**src/rtl/win_pkg.sv**
```systemverilog
// -----------------------------------------------------------------------------
// win_pkg
// Shared definitions for the parametrised sliding-window controller:
//   - state_t   : FSM state encoding (3 bits)
//   - cnt_w()   : bits needed to hold a counter ranging over 0..n-1
// -----------------------------------------------------------------------------
package win_pkg;

   localparam int STATE_W = 3;

   typedef enum logic [STATE_W-1:0] {
      IDLE   = 3'd0,
      START  = 3'd1,
      FILL   = 3'd2,
      OUT    = 3'd3,
      GAP_ST = 3'd4,
      FINISH = 3'd5,
      DONE   = 3'd6
   } state_t;

   // Width of a counter that takes the values 0..n-1 (never narrower than 1).
   function automatic int cnt_w(input int n);
      return (n < 2) ? 1 : $clog2(n);
   endfunction

endpackage

```
**src/rtl/win_pos_counter.sv**
```systemverilog
// -----------------------------------------------------------------------------
// win_pos_counter
// Column/row position counter for the pixel stream entering the window.
// The column counter steps on every accepted column and wraps at IMG_W-1,
// advancing the row counter. Rows count window top-rows, 0..IMG_H-K, and wrap
// back to 0 after the last output row.
//
// Ports:
//   clk, rst      clock, synchronous active-high reset
//   clr           synchronous clear of both counters (frame start)
//   inc           one column accepted this cycle
//   col_cnt       current column index of the next column to be accepted
//   row_cnt       current window top-row index
//   col_eq_max    col_cnt == IMG_W-1 (next accept ends the row)
//   col_ge_km1    col_cnt >= K-1     (next accept completes a window)
//   row_eq_last   row_cnt == IMG_H-K (streaming the last output row)
// -----------------------------------------------------------------------------
module win_pos_counter
   import win_pkg::*;
#(
   parameter int IMG_W = 640,
   parameter int IMG_H = 480,
   parameter int K     = 15,
   parameter int CW    = cnt_w(IMG_W),
   parameter int RW    = cnt_w(IMG_H)
) (
   input  logic          clk,
   input  logic          rst,
   input  logic          clr,
   input  logic          inc,
   output logic [CW-1:0] col_cnt,
   output logic [RW-1:0] row_cnt,
   output logic          col_eq_max,
   output logic          col_ge_km1,
   output logic          row_eq_last
);

   assign col_eq_max  = (col_cnt == CW'(IMG_W - 1));
   assign col_ge_km1  = (col_cnt >= CW'(K - 1));
   assign row_eq_last = (row_cnt == RW'(IMG_H - K));

   // NOTE: state registers use non-blocking (<=) so every flop samples the
   // pre-edge values; blocking here would make results depend on block order.
   always_ff @(posedge clk) begin
      if (rst || clr) begin
         col_cnt <= '0;
         row_cnt <= '0;
      end else if (inc) begin
         if (col_eq_max) begin
            col_cnt <= '0;
            row_cnt <= row_eq_last ? '0 : row_cnt + 1'b1;
         end else begin
            col_cnt <= col_cnt + 1'b1;
         end
      end
   end

endmodule

```
**src/rtl/window_buffer_ctrl_param.sv**
```systemverilog
// -----------------------------------------------------------------------------
// window_buffer_ctrl_param
// Control FSM for a KxK sliding-window register fed by K-1 line buffers.
// Accepts pixel columns from the line-buffer bank, tracks the window position,
// presents completed windows to a downstream consumer with ready/valid
// back-pressure, inserts GAP idle cycles between rows and pulses
// progress_done once the last window of the frame has been consumed.
//
// Ports:
//   clk, rst       clock, synchronous active-high reset
//   done_i         line buffers primed; starts a frame (sampled in IDLE only)
//   valid_i        a new pixel column is available
//   ready_i        consumer accepts the presented window
//   shift_en       column accepted; window registers shift this cycle
//   valid_o        a complete KxK window is presented
//   col_o, row_o   left column / top row of the presented window
//   eol_o, eof_o   presented window is last of its row / of the frame
//   progress_done  one-cycle pulse when the frame is complete
// -----------------------------------------------------------------------------
module window_buffer_ctrl_param
   import win_pkg::*;
#(
   parameter int IMG_W = 640,
   parameter int IMG_H = 480,
   parameter int K     = 15,
   parameter int GAP   = 2,
   parameter int CW    = cnt_w(IMG_W),
   parameter int RW    = cnt_w(IMG_H)
) (
   input  logic          clk,
   input  logic          rst,
   input  logic          done_i,
   input  logic          valid_i,
   input  logic          ready_i,
   output logic          shift_en,
   output logic          valid_o,
   output logic [CW-1:0] col_o,
   output logic [RW-1:0] row_o,
   output logic          eol_o,
   output logic          eof_o,
   output logic          progress_done
);

   generate
      if ((K % 2) == 0 || K < 3) begin : g_bad_k
         $error("window_buffer_ctrl_param: K must be odd and >= 3");
      end
      if (K > IMG_W || K > IMG_H) begin : g_bad_size
         $error("window_buffer_ctrl_param: K must not exceed IMG_W or IMG_H");
      end
      if (GAP < 0) begin : g_bad_gap
         $error("window_buffer_ctrl_param: GAP must be >= 0");
      end
   endgenerate

   localparam int GW       = cnt_w(GAP);
   localparam int GAP_LAST = (GAP > 0) ? GAP - 1 : 0;

   state_t        state;
   logic [CW-1:0] col_cnt;
   logic [RW-1:0] row_cnt;
   logic          col_eq_max;
   logic          col_ge_km1;
   logic          row_eq_last;
   logic [GW-1:0] gap_cnt;
   logic          stall;
   logic          gap_expired;

   // A presented window that the consumer refuses blocks any further shift,
   // otherwise the held window would be overwritten.
   assign stall       = valid_o & ~ready_i;
   assign shift_en    = valid_i & ~stall & ((state == FILL) | (state == OUT));
   // With GAP==0 the counter sits at 0, so the gap counts as expired at once.
   assign gap_expired = (gap_cnt == GW'(GAP_LAST));

   win_pos_counter #(
      .IMG_W (IMG_W),
      .IMG_H (IMG_H),
      .K     (K),
      .CW    (CW),
      .RW    (RW)
   ) u_pos (
      .clk         (clk),
      .rst         (rst),
      .clr         (state == START),
      .inc         (shift_en),
      .col_cnt     (col_cnt),
      .row_cnt     (row_cnt),
      .col_eq_max  (col_eq_max),
      .col_ge_km1  (col_ge_km1),
      .row_eq_last (row_eq_last)
   );

   // Frame sequencing FSM.
   always_ff @(posedge clk) begin
      if (rst) begin
         state         <= IDLE;
         gap_cnt       <= '0;
         progress_done <= 1'b0;
      end else begin
         progress_done <= 1'b0;
         case (state)
            IDLE:   if (done_i) state <= START;
            START:  state <= FILL;
            // Leave FILL once the accepted column brings col_cnt to K-1.
            FILL:   if (shift_en && col_cnt == CW'(K - 2)) state <= OUT;
            OUT: begin
               if (shift_en && col_eq_max) begin
                  gap_cnt <= '0;
                  // The last row always parks in GAP_ST to await the eof handshake.
                  state   <= (row_eq_last || GAP != 0) ? GAP_ST : FILL;
               end
            end
            GAP_ST: begin
               if (!gap_expired) gap_cnt <= gap_cnt + 1'b1;
               if (valid_o && eof_o) begin
                  if (ready_i) begin
                     state         <= FINISH;
                     progress_done <= 1'b1;
                  end
               end else if (gap_expired && (!valid_o || ready_i)) begin
                  state <= FILL;
               end
            end
            FINISH: state <= DONE;
            DONE:   state <= IDLE;
            default: state <= IDLE;
         endcase
      end
   end

   // Presented-window register: loads on a window-completing accept, holds
   // while stalled, drops after the consumer takes it with no replacement.
   always_ff @(posedge clk) begin
      if (rst) begin
         valid_o <= 1'b0;
         col_o   <= '0;
         row_o   <= '0;
         eol_o   <= 1'b0;
         eof_o   <= 1'b0;
      end else if (shift_en && col_ge_km1) begin
         valid_o <= 1'b1;
         col_o   <= col_cnt - CW'(K - 1);
         row_o   <= row_cnt;
         eol_o   <= col_eq_max;
         eof_o   <= col_eq_max & row_eq_last;
      end else if (ready_i) begin
         valid_o <= 1'b0;
      end
   end

endmodule
```
**config.mk**
```make
export PLATFORM = sky130hd
export DESIGN_NAME = window_buffer_ctrl_param
export DESIGN_NICKNAME = d
export VERILOG_FILES = /design/src/rtl/win_pkg.sv /design/src/rtl/win_pos_counter.sv /design/src/rtl/window_buffer_ctrl_param.sv
export SDC_FILE = /design/constraint.sdc
export NUM_CORES = 1
export LEC_CHECK = 0
export BUFFER_PORTS_ARGS = -buffer_cell sky130_fd_sc_hd__buf_2
export CAP_MARGIN = 20
export CORE_UTILIZATION = 55
export DETAILED_ROUTE_END_ITERATION = 8
export GPL_TIMING_DRIVEN = 0
export PLACE_DENSITY = 0.87
export SYNTH_ARGS = -nofsm -noshare
export SYNTH_HDL_FRONTEND = slang
export SYNTH_SLANG_ARGS = --single-unit
```
**constraint.sdc**
```tcl
create_clock -name clk -period 2 [get_ports clk]
set_input_delay 0.2 -clock clk [delete_from_list [all_inputs] [get_ports clk]]
set_output_delay 0.2 -clock clk [all_outputs]
set_load 0.03 [all_outputs]
```
==> metrics <==
Setup WS post-layout 0.130 ns; iteration count of the initial detailed-routing pass 4; largest driver fanout on the critical path 7; number of antenna repair diodes 0; synthesis-to-layout area growth 13.3%; kind of start point of the critical path register; number of max-cap violations 0; final hold slack around 0.17 ns; overall overflow remaining after global route 0; clock insertion delay at the later pin of the skew report roughly 0.3 ns; top sig layer met4; WS Path Type reg2reg; P_leak just over 0.0009 uW; dominant combinational cell family by area after synthesis simple AND/OR/NAND/NOR gates; status finished, final reports clean; flops & latches, synth 46; wire length of the first global-routing pass roughly 8000 um; TritonCTS clock tree yes; compound-gate portion of the synthesized area approximately an eighth; share of flip-flops with an asynchronous set or reset 0%; starting density of the core between 50% and 60%; top cell type's share of synthesized area 41.6%; detailed-route vias per instance 5.67; buffer type at the clock tree root sky130_fd_sc_hd__clkbuf_8; max-slew violation count 0; Yosys top cell by area sky130_fd_sc_hd__dfxtp_1; # port buffers 27; core region area between 3000 and 4000 um2; Setup-failing EPs final 0; pwr dens between 600 and 700 nW/um2; multiplexer share of the synthesized area 0%; IR drop worst, VDD 0.000361 V; post-synthesis share of cell area spent on xor and xnor gates 8.70%; number of buffers inserted to repair setup after CTS 0; cts bufs inserted 5; maximum clock frequency 535 MHz; top cells by area in the synthesized netlist sky130_fd_sc_hd__dfxtp_1, sky130_fd_sc_hd__nor2_1, sky130_fd_sc_hd__nand2_1; top library cells by usage in the layout, fill and taps aside sky130_fd_sc_hd__dfxtp_1, sky130_fd_sc_hd__nor2_1, sky130_fd_sc_hd__nand2_1; initial antenna violation count 0; Final Hold Violating Endpoints 0; Syn Nets 271; share of the yosys chip area belonging to registers about two fifths; GP Congestion 0.848; layout cells sized above 1 between 20% and 30%; sum of met2 wire segment lengths after detailed routing 2470 um; Simple-Gate Fraction of Synth Area between 20% and 30%; most used flip-flop cell after synthesis sky130_fd_sc_hd__dfxtp_1; remaining antenna violation count after routing 0; min Tclk post-route between 1.5 and 2 ns; drt wl/cell 14.6 um; setup slack at placement -0.0447 ns; wire length on met1 2190 um; data required time at the worst endpoint approximately 2.2 ns; routed wl met3 239 um; count of clock tree sinks 46; endpoint class of the critical path register; maximum clock skew at final layout 0.00774 ns; Unique masters post-synth 50; Bufs on Longest Clock Path 2; Post-synth EDFFs 0; maximum level of the CTS H-tree 2; critical path data arrival time around 2.1 ns; vias in the first global route between 1500 and 2000; clock-pin slew reported for the worst setup and hold paths after clock tree synthesis 0.10 ns; total number of placement rows 22; gate count after technology mapping 260; post-synthesis instance area 2220 um2; post-route cell area around 2500 um2; post-synthesis average cell area 8.52 um2; global routing usage summed across all routing layers 24.3%; width of the chip 65.5 um; HP Class in2reg; commonest non-fill, non-tap cell in the layout sky130_fd_sc_hd__dfxtp_1; number of DRC violations after detailed routing 0; detailed placer's ending HPWL 3390 um; largest net degree at the start of global routing 17; part of the cycle the worst path needs a little over 90%; Die Area 4290 um2; number of vias in the routed layout 1944; number of hold buffers added after CTS 0; post-layout net count 305; adder and majority cell fraction of the synthesized area 3.39%; violation count after the first detailed-routing iteration 83; headroom to the max-slew limit 68.5%; Ys Warns 0; Slew @ Worst Pin 0.473 ns; placed inst area 2410 um2; final wirelength 5000 um; Die Y 65.5 um; number of top-level pins 29
==> per-layer routing <==
metal | GRT usage [%] | up-vias
li1 | - | 954
met1 | 31.7 | 910
met2 | 39.7 | 69
met3 | 4.34 | 11
met4 | 9.24 | 0
met5 | 0 | -
==> worst max-delay path, stage by stage, from the launching register on <==
cell                      delay [ns]
sky130_fd_sc_hd__dfxtp_2        0.42
sky130_fd_sc_hd__ha_1           0.21
sky130_fd_sc_hd__and3_2         0.26
sky130_fd_sc_hd__nand4_4        0.13
sky130_fd_sc_hd__or4_4          0.56
sky130_fd_sc_hd__xor2_1         0.14
sky130_fd_sc_hd__nor2_1         0.06
==> cell usage after synthesis, types with 2 or more instances <==
library cell	number
sky130_fd_sc_hd__nor2_1	37
sky130_fd_sc_hd__or3_1	2
sky130_fd_sc_hd__buf_6	3
sky130_fd_sc_hd__dfxtp_1	46
sky130_fd_sc_hd__and4_1	2
sky130_fd_sc_hd__a21oi_1	22
sky130_fd_sc_hd__a211oi_1	7
sky130_fd_sc_hd__buf_2	2
sky130_fd_sc_hd__xor2_1	7
sky130_fd_sc_hd__and2_1	2
sky130_fd_sc_hd__nand3_1	11
sky130_fd_sc_hd__nor3_1	9
sky130_fd_sc_hd__o21ai_0	4
sky130_fd_sc_hd__nand4_1	3
sky130_fd_sc_hd__nand2b_1	2
sky130_fd_sc_hd__ha_1	6
sky130_fd_sc_hd__inv_1	7
sky130_fd_sc_hd__nand2_1	36
sky130_fd_sc_hd__clkbuf_1	5
sky130_fd_sc_hd__xnor2_1	15
sky130_fd_sc_hd__and3_1	3
==> worst paths after layout <==
check / startpoint / endpoint / slack, ns / depth (start not counted)
setup reg to reg: u_pos.col_cnt[1] / u_pos.row_cnt[5] / 0.13 / 6
hold / removal: ready_i / progress_done / 0.17 / 2
setup / recovery: u_pos.col_cnt[1] / u_pos.row_cnt[5] / 0.13 / 6
hold reg to reg: row_o[5] / row_o[5] / 0.45 / 2
==> registers in the layout, indices dropped and copies added, names as in the netlist <==
register / count
row_o: 9
u_pos.row_cnt: 9
col_o: 10
progress_done: 1
eol_o: 1
eof_o: 1
gap_cnt: 1
u_pos.col_cnt: 10
valid_o: 1
state: 3
==> power breakdown <==
group	leakage (uW)	total [uW]	internal [uW]	switching (uW)
Sequential	0.000372	927	920	6.86
Combinational	0.000507	79.8	22.8	57.0
Clock	0.0000447	592	253	339
Total	0.000923	1600	1200	403
==> logic make-up (layout without fill, tap and decap cells) <==
kind of cell,Yosys count,count (layout)
flip-flops,46,46
AND/OR/NAND/NOR,122,122
XOR/XNOR,22,22
buffers and inverters,19,54
adder cells (fa/ha/maj),6,6
AO/OA/AOI/OAI,45,45
==> repair_timing <==
item                       CTS  global route
resized for setup            1             3
setup endpoints to repair    9            14
pin swaps                    0             0
==> per-stage QoR <==
| step | setup TNS [ns] | power [uW] | util, % | instances |
|---|---|---|---|---|
| after floorplan | 0 | 1000 | - | 260 |
| after detailed placement | -0.267 | 1030 | 63.9 | 335 |
| final | 0 | 1600 | 66.6 | 343 |
| after global placement | -0.0167 | 1020 | 63.9 | 335 |
| after CTS | 0 | 1600 | 66.5 | 343 |
| after global routing | -0.00282 | 1660 | 66.6 | 343 |
==> final cells by class <==
| type | instances | area, um2 |
|---|---|---|
| clock inverter | 3 | 25.0 |
| clock buffer | 5 | 68.8 |
| multi-input combinational | 195 | 1190 |
| tap | 48 | 60.1 |
| timing repair buffer | 27 | 135 |
| buffer | 12 | 83.8 |
| sequential | 46 | 926 |
| fill | 311 | 1260 |
| inverter | 7 | 26.3 |
No activity file was read; power rests on OpenSTA's default activity.
